$ cat src/rtl/resilient_stage_sync_pkg.sv
// ---------------------------------------------------------------------------
// resilient_stage_sync_pkg
//   Shared types for the error-resilient pipeline stage.
//   - state_e : controller states (EMPTY, CHECK, STALL, FULL)
//   - sev_e   : error severity of one lane or of a whole CHECK cycle
//   - max_sev : folds one lane's short/long error flags into a severity;
//               a long-delay error always dominates a short-delay one.
// ---------------------------------------------------------------------------
package resilient_stage_sync_pkg;

  typedef enum logic [1:0] {
    EMPTY = 2'd0,
    CHECK = 2'd1,
    STALL = 2'd2,
    FULL  = 2'd3
  } state_e;

  typedef enum logic [1:0] {
    SEV_NONE = 2'd0,
    SEV_LO   = 2'd1,
    SEV_HI   = 2'd2
  } sev_e;

  function automatic sev_e max_sev(input logic err0, input logic err1);
    sev_e sev;
    sev = SEV_NONE;
    if (err1) begin
      sev = SEV_HI;
    end else if (err0) begin
      sev = SEV_LO;
    end
    return sev;
  endfunction

endpackage

$ cat src/rtl/resilient_stage_sync_if.sv
// ---------------------------------------------------------------------------
// resilient_stage_sync_if
//   Bundles every non-clock signal of the resilient stage.
//   Left channel : l_valid, l_data (to stage), l_ready (from stage)
//   Right channel: r_ready (to stage), r_valid, r_data (from stage)
//   Error lanes  : err0/err1 (to stage), sample (from stage)
//   Status       : err_fatal, err_cnt (from stage)
//   modport master : environment side (drives the stage inputs)
//   modport slave  : the stage itself
// ---------------------------------------------------------------------------
interface resilient_stage_sync_if #(
  parameter int WIDTH = 32,
  parameter int NCH   = 4,
  parameter int CNT_W = 8
);
  logic             l_valid;
  logic             l_ready;
  logic [WIDTH-1:0] l_data;
  logic             r_valid;
  logic             r_ready;
  logic [WIDTH-1:0] r_data;
  logic [NCH-1:0]   err0;
  logic [NCH-1:0]   err1;
  logic             sample;
  logic             err_fatal;
  logic [CNT_W-1:0] err_cnt;

  modport master (
    output l_valid, l_data, r_ready, err0, err1,
    input  l_ready, r_valid, r_data, sample, err_fatal, err_cnt
  );

  modport slave (
    input  l_valid, l_data, r_ready, err0, err1,
    output l_ready, r_valid, r_data, sample, err_fatal, err_cnt
  );
endinterface

$ cat src/rtl/resilient_stage_sync_err_stall_timer.sv
// ---------------------------------------------------------------------------
// err_stall_timer
//   Loadable down-counter that times the stall after a failed check.
//   clk        : clock, rising edge
//   rst_n      : asynchronous active-low reset (count cleared)
//   i_load     : load i_load_val this cycle
//   i_load_val : stall length in cycles (>=1)
//   o_expire   : high during the last stall cycle (count == 1)
//   The counter parks at 0 after expiring, so o_expire is a single pulse.
// ---------------------------------------------------------------------------
module err_stall_timer #(
  parameter int STALL1 = 3,
  parameter int TW     = $clog2(STALL1 + 1)
) (
  input  logic          clk,
  input  logic          rst_n,
  input  logic          i_load,
  input  logic [TW-1:0] i_load_val,
  output logic          o_expire
);

  logic [TW-1:0] r_count;

  always_ff @(posedge clk or negedge rst_n) begin
    if (!rst_n) begin
      r_count <= '0;
    end else if (i_load) begin
      r_count <= i_load_val;
    end else if (r_count != '0) begin
      r_count <= r_count - 1'b1;
    end
  end

  assign o_expire = (r_count == TW'(1));

endmodule

$ cat src/rtl/resilient_stage_sync.sv
// ---------------------------------------------------------------------------
// resilient_stage_sync
//   One-token pipeline stage guarded by NCH error-detecting lanes.
//   A captured token is checked for one cycle; on an error the stage stalls
//   (STALL0 cycles for short-only errors, STALL1 if any long error), pulses
//   sample, re-captures the still-held upstream data and checks again.
//   After MAX_RETRY re-samples a failing token is forwarded anyway and the
//   sticky err_fatal flag is raised. err_cnt counts failed checks and
//   saturates.
//   clk   : clock, rising edge
//   rst_n : asynchronous active-low reset (drops any token in flight)
//   bus   : resilient_stage_sync_if.slave (channels, error lanes, status)
// ---------------------------------------------------------------------------
module resilient_stage_sync
  import resilient_stage_sync_pkg::*;
#(
  parameter int WIDTH     = 32,
  parameter int NCH       = 4,
  parameter int STALL0    = 1,
  parameter int STALL1    = 3,
  parameter int MAX_RETRY = 2,
  parameter int CNT_W     = 8
) (
  input  logic                  clk,
  input  logic                  rst_n,
  resilient_stage_sync_if.slave bus
);

  localparam int TW = $clog2(STALL1 + 1);
  localparam int RW = $clog2(MAX_RETRY + 1);

  state_e           r_state;
  state_e           w_state_next;
  logic [WIDTH-1:0] r_data_q;
  logic [RW-1:0]    r_retry;
  logic [CNT_W-1:0] r_err_cnt;
  logic             r_err_fatal;

  logic             w_l_ready;
  logic             w_sample;
  logic             w_capture;
  logic             w_retry_clr;
  logic             w_retry_inc;
  logic             w_err_hit;
  logic             w_fatal_set;
  logic             w_timer_load;
  logic [TW-1:0]    w_timer_val;
  logic             w_expire;

  // Per-lane severity, then the worst one across all lanes.
  logic [NCH-1:0]   w_lane_hi;
  logic [NCH-1:0]   w_lane_lo;
  sev_e             w_sev;

  for (genvar gi = 0; gi < NCH; gi++) begin : g_lane
    assign w_lane_hi[gi] = (max_sev(bus.err0[gi], bus.err1[gi]) == SEV_HI);
    assign w_lane_lo[gi] = (max_sev(bus.err0[gi], bus.err1[gi]) == SEV_LO);
  end

  assign w_sev = (|w_lane_hi) ? SEV_HI :
                 (|w_lane_lo) ? SEV_LO : SEV_NONE;

  err_stall_timer #(
    .STALL1 (STALL1),
    .TW     (TW)
  ) u_timer (
    .clk        (clk),
    .rst_n      (rst_n),
    .i_load     (w_timer_load),
    .i_load_val (w_timer_val),
    .o_expire   (w_expire)
  );

  always_comb begin
    w_state_next = r_state;
    w_l_ready    = 1'b0;
    w_sample     = 1'b0;
    w_capture    = 1'b0;
    w_retry_clr  = 1'b0;
    w_retry_inc  = 1'b0;
    w_err_hit    = 1'b0;
    w_fatal_set  = 1'b0;
    w_timer_load = 1'b0;
    w_timer_val  = TW'(STALL0);
    case (r_state)
      EMPTY: begin
        if (bus.l_valid) begin
          w_capture    = 1'b1;
          w_retry_clr  = 1'b1;
          w_state_next = CHECK;
        end
      end
      CHECK: begin
        if (w_sev != SEV_NONE) begin
          w_err_hit = 1'b1;
          if (r_retry == RW'(MAX_RETRY)) begin
            // Out of retries: release upstream and forward the token as is.
            w_l_ready    = 1'b1;
            w_fatal_set  = 1'b1;
            w_state_next = FULL;
          end else begin
            w_timer_load = 1'b1;
            w_timer_val  = (w_sev == SEV_HI) ? TW'(STALL1) : TW'(STALL0);
            w_state_next = STALL;
          end
        end else begin
          w_l_ready    = 1'b1;
          w_state_next = FULL;
        end
      end
      STALL: begin
        // Upstream still holds the token (no l_ready yet), so re-capture it
        // together with the sample pulse to the detecting latches.
        if (w_expire) begin
          w_sample     = 1'b1;
          w_capture    = 1'b1;
          w_retry_inc  = 1'b1;
          w_state_next = CHECK;
        end
      end
      FULL: begin
        if (bus.r_ready) begin
          if (bus.l_valid) begin
            w_capture    = 1'b1;
            w_retry_clr  = 1'b1;
            w_state_next = CHECK;
          end else begin
            w_state_next = EMPTY;
          end
        end
      end
      default: w_state_next = EMPTY;
    endcase
  end

  always_ff @(posedge clk or negedge rst_n) begin
    if (!rst_n) begin
      r_state     <= EMPTY;
      r_data_q    <= '0;
      r_retry     <= '0;
      r_err_cnt   <= '0;
      r_err_fatal <= 1'b0;
    end else begin
      r_state <= w_state_next;
      if (w_capture) begin
        r_data_q <= bus.l_data;
      end
      if (w_retry_clr) begin
        r_retry <= '0;
      end else if (w_retry_inc) begin
        r_retry <= r_retry + 1'b1;
      end
      if (w_err_hit && (r_err_cnt != {CNT_W{1'b1}})) begin
        r_err_cnt <= r_err_cnt + 1'b1;
      end
      if (w_fatal_set) begin
        r_err_fatal <= 1'b1;
      end
    end
  end

  assign bus.l_ready   = w_l_ready;
  assign bus.sample    = w_sample;
  assign bus.r_valid   = (r_state == FULL);
  assign bus.r_data    = r_data_q;
  assign bus.err_fatal = r_err_fatal;
  assign bus.err_cnt   = r_err_cnt;

endmodule

$ cat src/flat_wrapper.sv
// flat-port wrapper written by rule: the top's interface ports become plain ports
module resilient_stage_sync_flat import resilient_stage_sync_pkg::*;
#(
  parameter int WIDTH     = 32,
  parameter int NCH       = 4,
  parameter int STALL0    = 1,
  parameter int STALL1    = 3,
  parameter int MAX_RETRY = 2,
  parameter int CNT_W     = 8
)
  (clk, rst_n, bus_l_valid, bus_l_data, bus_r_ready, bus_err0, bus_err1, bus_l_ready, bus_r_valid, bus_r_data, bus_sample, bus_err_fatal, bus_err_cnt);
  resilient_stage_sync_if #(.WIDTH(WIDTH), .NCH(NCH), .CNT_W(CNT_W)) bus_i ();
  input  logic clk;
  input  logic rst_n;
  input wire logic [$bits(bus_i.l_valid)-1:0] bus_l_valid;
  input wire logic [$bits(bus_i.l_data)-1:0] bus_l_data;
  input wire logic [$bits(bus_i.r_ready)-1:0] bus_r_ready;
  input wire logic [$bits(bus_i.err0)-1:0] bus_err0;
  input wire logic [$bits(bus_i.err1)-1:0] bus_err1;
  output wire logic [$bits(bus_i.l_ready)-1:0] bus_l_ready;
  output wire logic [$bits(bus_i.r_valid)-1:0] bus_r_valid;
  output wire logic [$bits(bus_i.r_data)-1:0] bus_r_data;
  output wire logic [$bits(bus_i.sample)-1:0] bus_sample;
  output wire logic [$bits(bus_i.err_fatal)-1:0] bus_err_fatal;
  output wire logic [$bits(bus_i.err_cnt)-1:0] bus_err_cnt;
  assign bus_i.l_valid = bus_l_valid;
  assign bus_i.l_data = bus_l_data;
  assign bus_i.r_ready = bus_r_ready;
  assign bus_i.err0 = bus_err0;
  assign bus_i.err1 = bus_err1;
  assign bus_l_ready = bus_i.l_ready;
  assign bus_r_valid = bus_i.r_valid;
  assign bus_r_data = bus_i.r_data;
  assign bus_sample = bus_i.sample;
  assign bus_err_fatal = bus_i.err_fatal;
  assign bus_err_cnt = bus_i.err_cnt;
  resilient_stage_sync #(.WIDTH(WIDTH), .NCH(NCH), .STALL0(STALL0), .STALL1(STALL1), .MAX_RETRY(MAX_RETRY), .CNT_W(CNT_W)) u_core (.clk(clk), .rst_n(rst_n), .bus(bus_i));
endmodule
$ cat config.mk
export PLATFORM = sky130hd
export DESIGN_NAME = resilient_stage_sync_flat
export DESIGN_NICKNAME = d
export VERILOG_FILES = /design/src/rtl/resilient_stage_sync_pkg.sv /design/src/rtl/resilient_stage_sync_if.sv /design/src/rtl/resilient_stage_sync_err_stall_timer.sv /design/src/rtl/resilient_stage_sync.sv /design/src/flat_wrapper.sv
export SDC_FILE = /design/constraint.sdc
export NUM_CORES = 1
export LEC_CHECK = 0
export CAP_MARGIN = 20
export CORE_ASPECT_RATIO = 1.1
export CORE_UTILIZATION = 45
export CTS_CLUSTER_DIAMETER = 150
export CTS_CLUSTER_SIZE = 24
export DETAILED_ROUTE_END_ITERATION = 10
export PLACE_DENSITY = 0.83
export RECOVER_POWER = 25
export SLEW_MARGIN = 20
export SYNTH_ARGS = -nofsm -noshare
export SYNTH_HDL_FRONTEND = slang
export SYNTH_HIERARCHICAL = 1
export SYNTH_SLANG_ARGS = --single-unit
$ cat constraint.sdc
create_clock -name clk -period 3.15 [get_ports clk]
set_input_delay 0.315 -clock clk [delete_from_list [all_inputs] [get_ports clk]]
set_output_delay 0.315 -clock clk [all_outputs]
set_load 0.01 [all_outputs]
Yosys cells after proc, flatten, opt, wreduce, memory -nomap -nowiden

Cells that the tools add are included.

Equality and inequality tests: 18
Multiplexer cells: 41
$add $sub $neg: 3
Reduce and logical (&&, ||, !) cells: 9

Operators with widths:

| kind                                              | number |
|---|---|
| 2-to-1 mux 2 bit                                  | 16 |
| 2-to-1 mux 1 bit                                  | 22 |
| == test 2 bit (second input constant)             | 8 |
| == test 2 x 1 -> 1 bit (second input constant)    | 6 |
| adder 8 x 1 -> 8 bit (second input constant)      | 1 |
| != test 8 bit (second input constant)             | 1 |
| one-hot mux 2 bit (4 select lines)                | 1 |
| nonzero test 2 bit                                | 4 |
| OR reduction 4 bit                                | 2 |
| != test 2 bit (second input constant)             | 3 |
| one-hot mux 1 bit (3 select lines)                | 1 |
| AND reduction 3 bit                               | 1 |
| adder 2 x 1 -> 2 bit (second input constant)      | 1 |
| zero test 2 bit                                   | 1 |
| one-hot mux 1 bit (2 select lines)                | 1 |
| subtractor 2 x 1 -> 2 bit (second input constant) | 1 |
| logical AND 1 bit                                 | 1 |

Logic and storage cells: 77
Input port bits: 44
Bits in registers: 47

Logic depth before layout (Yosys ltp)

Depth after elaboration: 12
Mapped depth: 8
Gate-level depth less buffers: 7

Modules after synthesis

Netlist, hierarchy kept.

Modules (own cells, without submodules):

| module               | seq. area each (um^2) | area each (um^2) | cells each | instances |
|---|---|---|---|---|
| resilient_stage_sync | 1126.1                | 2009.4           | 148        | 1 |
| err_stall_timer      | 50.0                  | 136.4            | 13         | 1 |

Worst setup path after synthesis

No wires, ideal clock.

Path type: reg2reg
From: register u_core.r_state[0]
To: register u_core.r_data_q[16] (netlist: u_core/bus.r_data[16])
Arrival: 1585 ps
Stages on the path, launching flop included: 7
Required time: 3025 ps
Setup slack: 1440 ps
Path through: dfrtp_1 > ha_1 > a21o_1 > nand2_1 > a21oi_2 > buf_4 > mux2_2

Cells in the longest elaborated chain, start to end: 2
Elaborated cells on any way between the ends: 4

RTL lines:

| item                               | RTL line                    | RTL |
|---|---|---|
| start, declared                    | resilient_stage_sync.sv:32  | `state_e r_state;` |
| start signal, assigned             | resilient_stage_sync.sv:144 | `r_state <= w_state_next;` |
| == test 2 bit                      | -                           |  |
| named net bus_r_valid              | flat_wrapper.sv:21          | `output wire logic [$bits(bus_i.r_valid)-1:0] bus_r_valid;` |
| one-hot mux 1 bit (3 select lines) | resilient_stage_sync.sv:85  | `case (r_state)` |
| end signal, assigned               | resilient_stage_sync.sv:146 | `r_data_q <= bus.l_data;` |
| end, declared                      | resilient_stage_sync.sv:34  | `logic [WIDTH-1:0] r_data_q;` |

The timed path passes the listed nets, and every way through them passes these cells.
A chain may end at the register's enable or synchronous reset.

Final worst setup path

From: input bus_err1[1]
To: output bus_l_ready

Cells in the longest elaborated chain, start to end: 8
Elaborated cells on any way between the ends: 10

RTL lines:

| item                   | RTL line                       | RTL |
|---|---|---|
| start, declared        | flat_wrapper.sv:19             | `input wire logic [$bits(bus_i.err1)-1:0] bus_err1;` |
| 2-to-1 mux 2 bit *     | resilient_stage_sync_pkg.sv:27 | `if (err1) begin` |
| == test 2 x 1 -> 1 bit | resilient_stage_sync.sv:57     | `assign w_lane_lo[gi] = (max_sev(bus.err0[gi], bus.err1[gi]) == SEV_LO);` |
| OR reduction 4 bit     | resilient_stage_sync.sv:61     | `(\|w_lane_lo) ? SEV_LO : SEV_NONE;` |
| 2-to-1 mux 1 bit       | resilient_stage_sync.sv:61     |  |
| 2-to-1 mux 2 bit *     | resilient_stage_sync.sv:60     | `assign w_sev = (\|w_lane_hi) ? SEV_HI :` |
| nonzero test 2 bit *   | resilient_stage_sync.sv:94     | `if (w_sev != SEV_NONE) begin` |
| 2-to-1 mux 1 bit *     | resilient_stage_sync.sv:94     |  |
| 2-to-1 mux 1 bit *     | resilient_stage_sync.sv:85     |  |
| end, declared          | flat_wrapper.sv:20             | `output wire logic [$bits(bus_i.l_ready)-1:0] bus_l_ready;` |

Mark *: on every way between the ends. The rest lies on a longest branch, timed or not.

==> reports/results.tsv <==
metric	value	unit
status	complete, but fails checks	
failing checks	capacitance limit, slew limit	
Post-Synth Adder-Cell Area	0.0466	
First DRT Iteration DRCs	135	
Post-Route Setup TNS	0	ns
CP arrival	2.00	ns
share of layout cells above drive strength 1	0.209	
Async S/R FF share, synth	1.00	
Synth Area in Simple Gates	0.105	
net count after synthesis	213	
f_max	0.432	GHz
slew margin rel.	-0.632	
most common library cells after synthesis	dfrtp_1 (47), mux2_2 (31), inv_1 (10)	
Startpoint Class	input pin	
Final Setup Violations	0	
number of synthesized flops with an enable pin	0	
Synth Area in XOR/XNOR	0.0245	
clock root cell	clkbuf_8	
Post-Route WL	4330	µm
DR DRC count	0	
Avg Vias per Cell	4.97	
CORE AREA	4440	µm²
GPL Wtd Cong	0.758	
port bufs	87	
post_cts resized	0	
CP max FO	3	
CP Capture Type	output port	
LEAKAGE	1.32	nW
Syn-to-layout area delta	46.7	%
wire per inst	14.1	µm
Main synth FF type	dfrtp_1	
Initial Util	0.483	
# fillers	330	
largest net degree at the start of global routing	48	
CTS tree	built	
DRT antenna net count	0	
ant diodes	0	
Num CTS Buffers	5	
WHS	0.500	ns
routed vias	1527	
PD cells	949	nW/µm²
cell accounting for the most synthesized area	dfrtp_1	
CTS max path bufs	2	
Min Clock Period, post-route	2.31	ns
DIE WIDTH	67.8	µm
# rows	25	
top-area cell type share of the netlist area	0.548	
hold buffers post-CTS	0	
I/O pin total	88	
Cells after Synth	161	
Worst-Margin Slew	2.45	ns
post-synthesis mux area share	0.196	
final worst-path cycle share	0.734	
Post-Syn Area	2150	µm²
post-CTS setup buffer count	0	
most frequent cell after synthesis	dfrtp_1	
final core occ	0.709	
gr usage total	0.178	
sequential area share after synthesis	0.548	
Post-Syn Area per Cell	13.3	µm²
largest family of logic cells by synthesized area	multiplexers	
CTS Sinks	47	
Synth Area in Compound Gates	0.0431	
worst hold path type	flip-flop to flip-flop	
VDD IR max	0.000527	V
initial antenna violation count	0	
Synth cell types	35	
first-pass GRT wire length	6570	µm
total gr overflow	0	
fin nets	304	
Ys Warns	6	
DP HPWL	3220	µm
clock skew	0.00375	ns
Critical Path RT	2.83	ns
clk slew on worst S/H paths	0.08	ns
vias in the first global route	1469	
WS Path Type	input pin to output port	
fin. max-slew vios	48	
cells taking the most area after synthesis	dfrtp_1 (55%), mux2_2 (16%), ha_1 (4.7%), mux2_4 (2.8%), xor2_1 (2.0%)	
RSZ-0062 raised after global routing	false	
Clock Latency Late Sink	0.30	ns
final hold violation count	0	
die footprint	5050	µm²
register bit total from synthesis	47	
# Max-Cap Violations	1	
First-pass DRT Iterations	4	
Die Ht	74.4	µm
H-Tree Depth	2	
layout make-up:
class                      instances  area [µm²]  area share
sequential                        47        1180       0.374
multi-input combinational         99         902       0.287
timing repair buffer              88         872       0.277
clock buffer                       5        68.8      0.0219
tap                               54        67.6      0.0215
inverter                          11        41.3      0.0131
clock inverter                     3        20.0     0.00636
cells in the final DEF, fill, tap and decap left out, types with 2 or more instances in the layout:
cell and instances:
a21oi_1 2, clkbuf_8 5, clkdlybuf4s50_1 86, clkinvlp_4 2
dfrtp_1 47, ha_1 8, inv_1 10, mux2_2 31
mux2_4 4, nand2_1 9, nand2b_1 3, nand3_1 3
nand4_1 3, nor2_1 8, nor3_1 2, nor3_2 2
o21ai_0 2, xor2_1 5
registers in the layout, summed over array words and instances (netlist names):
register	cells
u_core/bus.err_cnt	8
u_core/r_retry	2
u_core/r_state	2
u_core/bus.err_fatal	1
u_core/u_timer/r_count	2
u_core/bus.r_data	32
worst paths after layout:
kind,to,start,slack [ns],cells after the start
max in group asynchronous,u_core/bus.err_cnt[6],rst_n,1.00,1
min,u_core/bus.err_fatal,u_core/bus.err_fatal,0.50,1
max,bus_l_ready,bus_err1[1],0.84,5
max reg2reg,u_core/bus.err_cnt[6],u_core/r_state[1],1.23,6
min reg2reg,u_core/bus.err_fatal,u_core/bus.err_fatal,0.50,1
min in group asynchronous,u_core/bus.r_data[21],rst_n,0.77,1
logic make-up (layout without fill, tap and decap cells):
| family | Yosys count | in the layout |
|---|---|---|
| flops | 47 | 47 |
| mux | 36 | 36 |
| simple gates | 36 | 36 |
| buf+inv | 15 | 107 |
| compound gates | 12 | 12 |
| fa+ha+maj | 8 | 8 |
| xor+xnor | 6 | 6 |
| other cells | 1 | 1 |
metal layers:
layer / share of wire / global-route usage / wire, µm / up-vias
li1: - / - / - / 730
met1: 0.44 / 0.215 / 1880 / 722
met2: 0.45 / 0.290 / 1940 / 68
met3: 0.10 / 0.0598 / 436 / 7
met4: 0.015 / 0.0694 / 64 / 0
met5: 0 / 0 / 0 / -
per-stage QoR:
stage                     cell area (µm²)  total power, mW  instances  worst slack [ns]
final                                3150             2.99        307             0.837
after global routing                 3150             3.20        307             0.475
after CTS                            3150             3.03        307             0.808
after detailed placement             3060             2.66        299             0.815
after global placement               3060             2.61        299             0.833
after floorplan                      2150             1.94        161              1.44
critical path: stages:
cell	delay (ns)
clkdlybuf4s50_1	0.45
nor4_4	0.32
nand4_1	0.11
a21oi_1	0.22
clkdlybuf4s50_1	0.57
where the power goes:
part / internal (mW) / switching (mW)
Sequential: 0.902 / 0.189
Clock: 0.154 / 0.200
Combinational: 0.927 / 0.615
Total: 1.98 / 1.00
No activity file was read; power rests on OpenSTA's default activity.
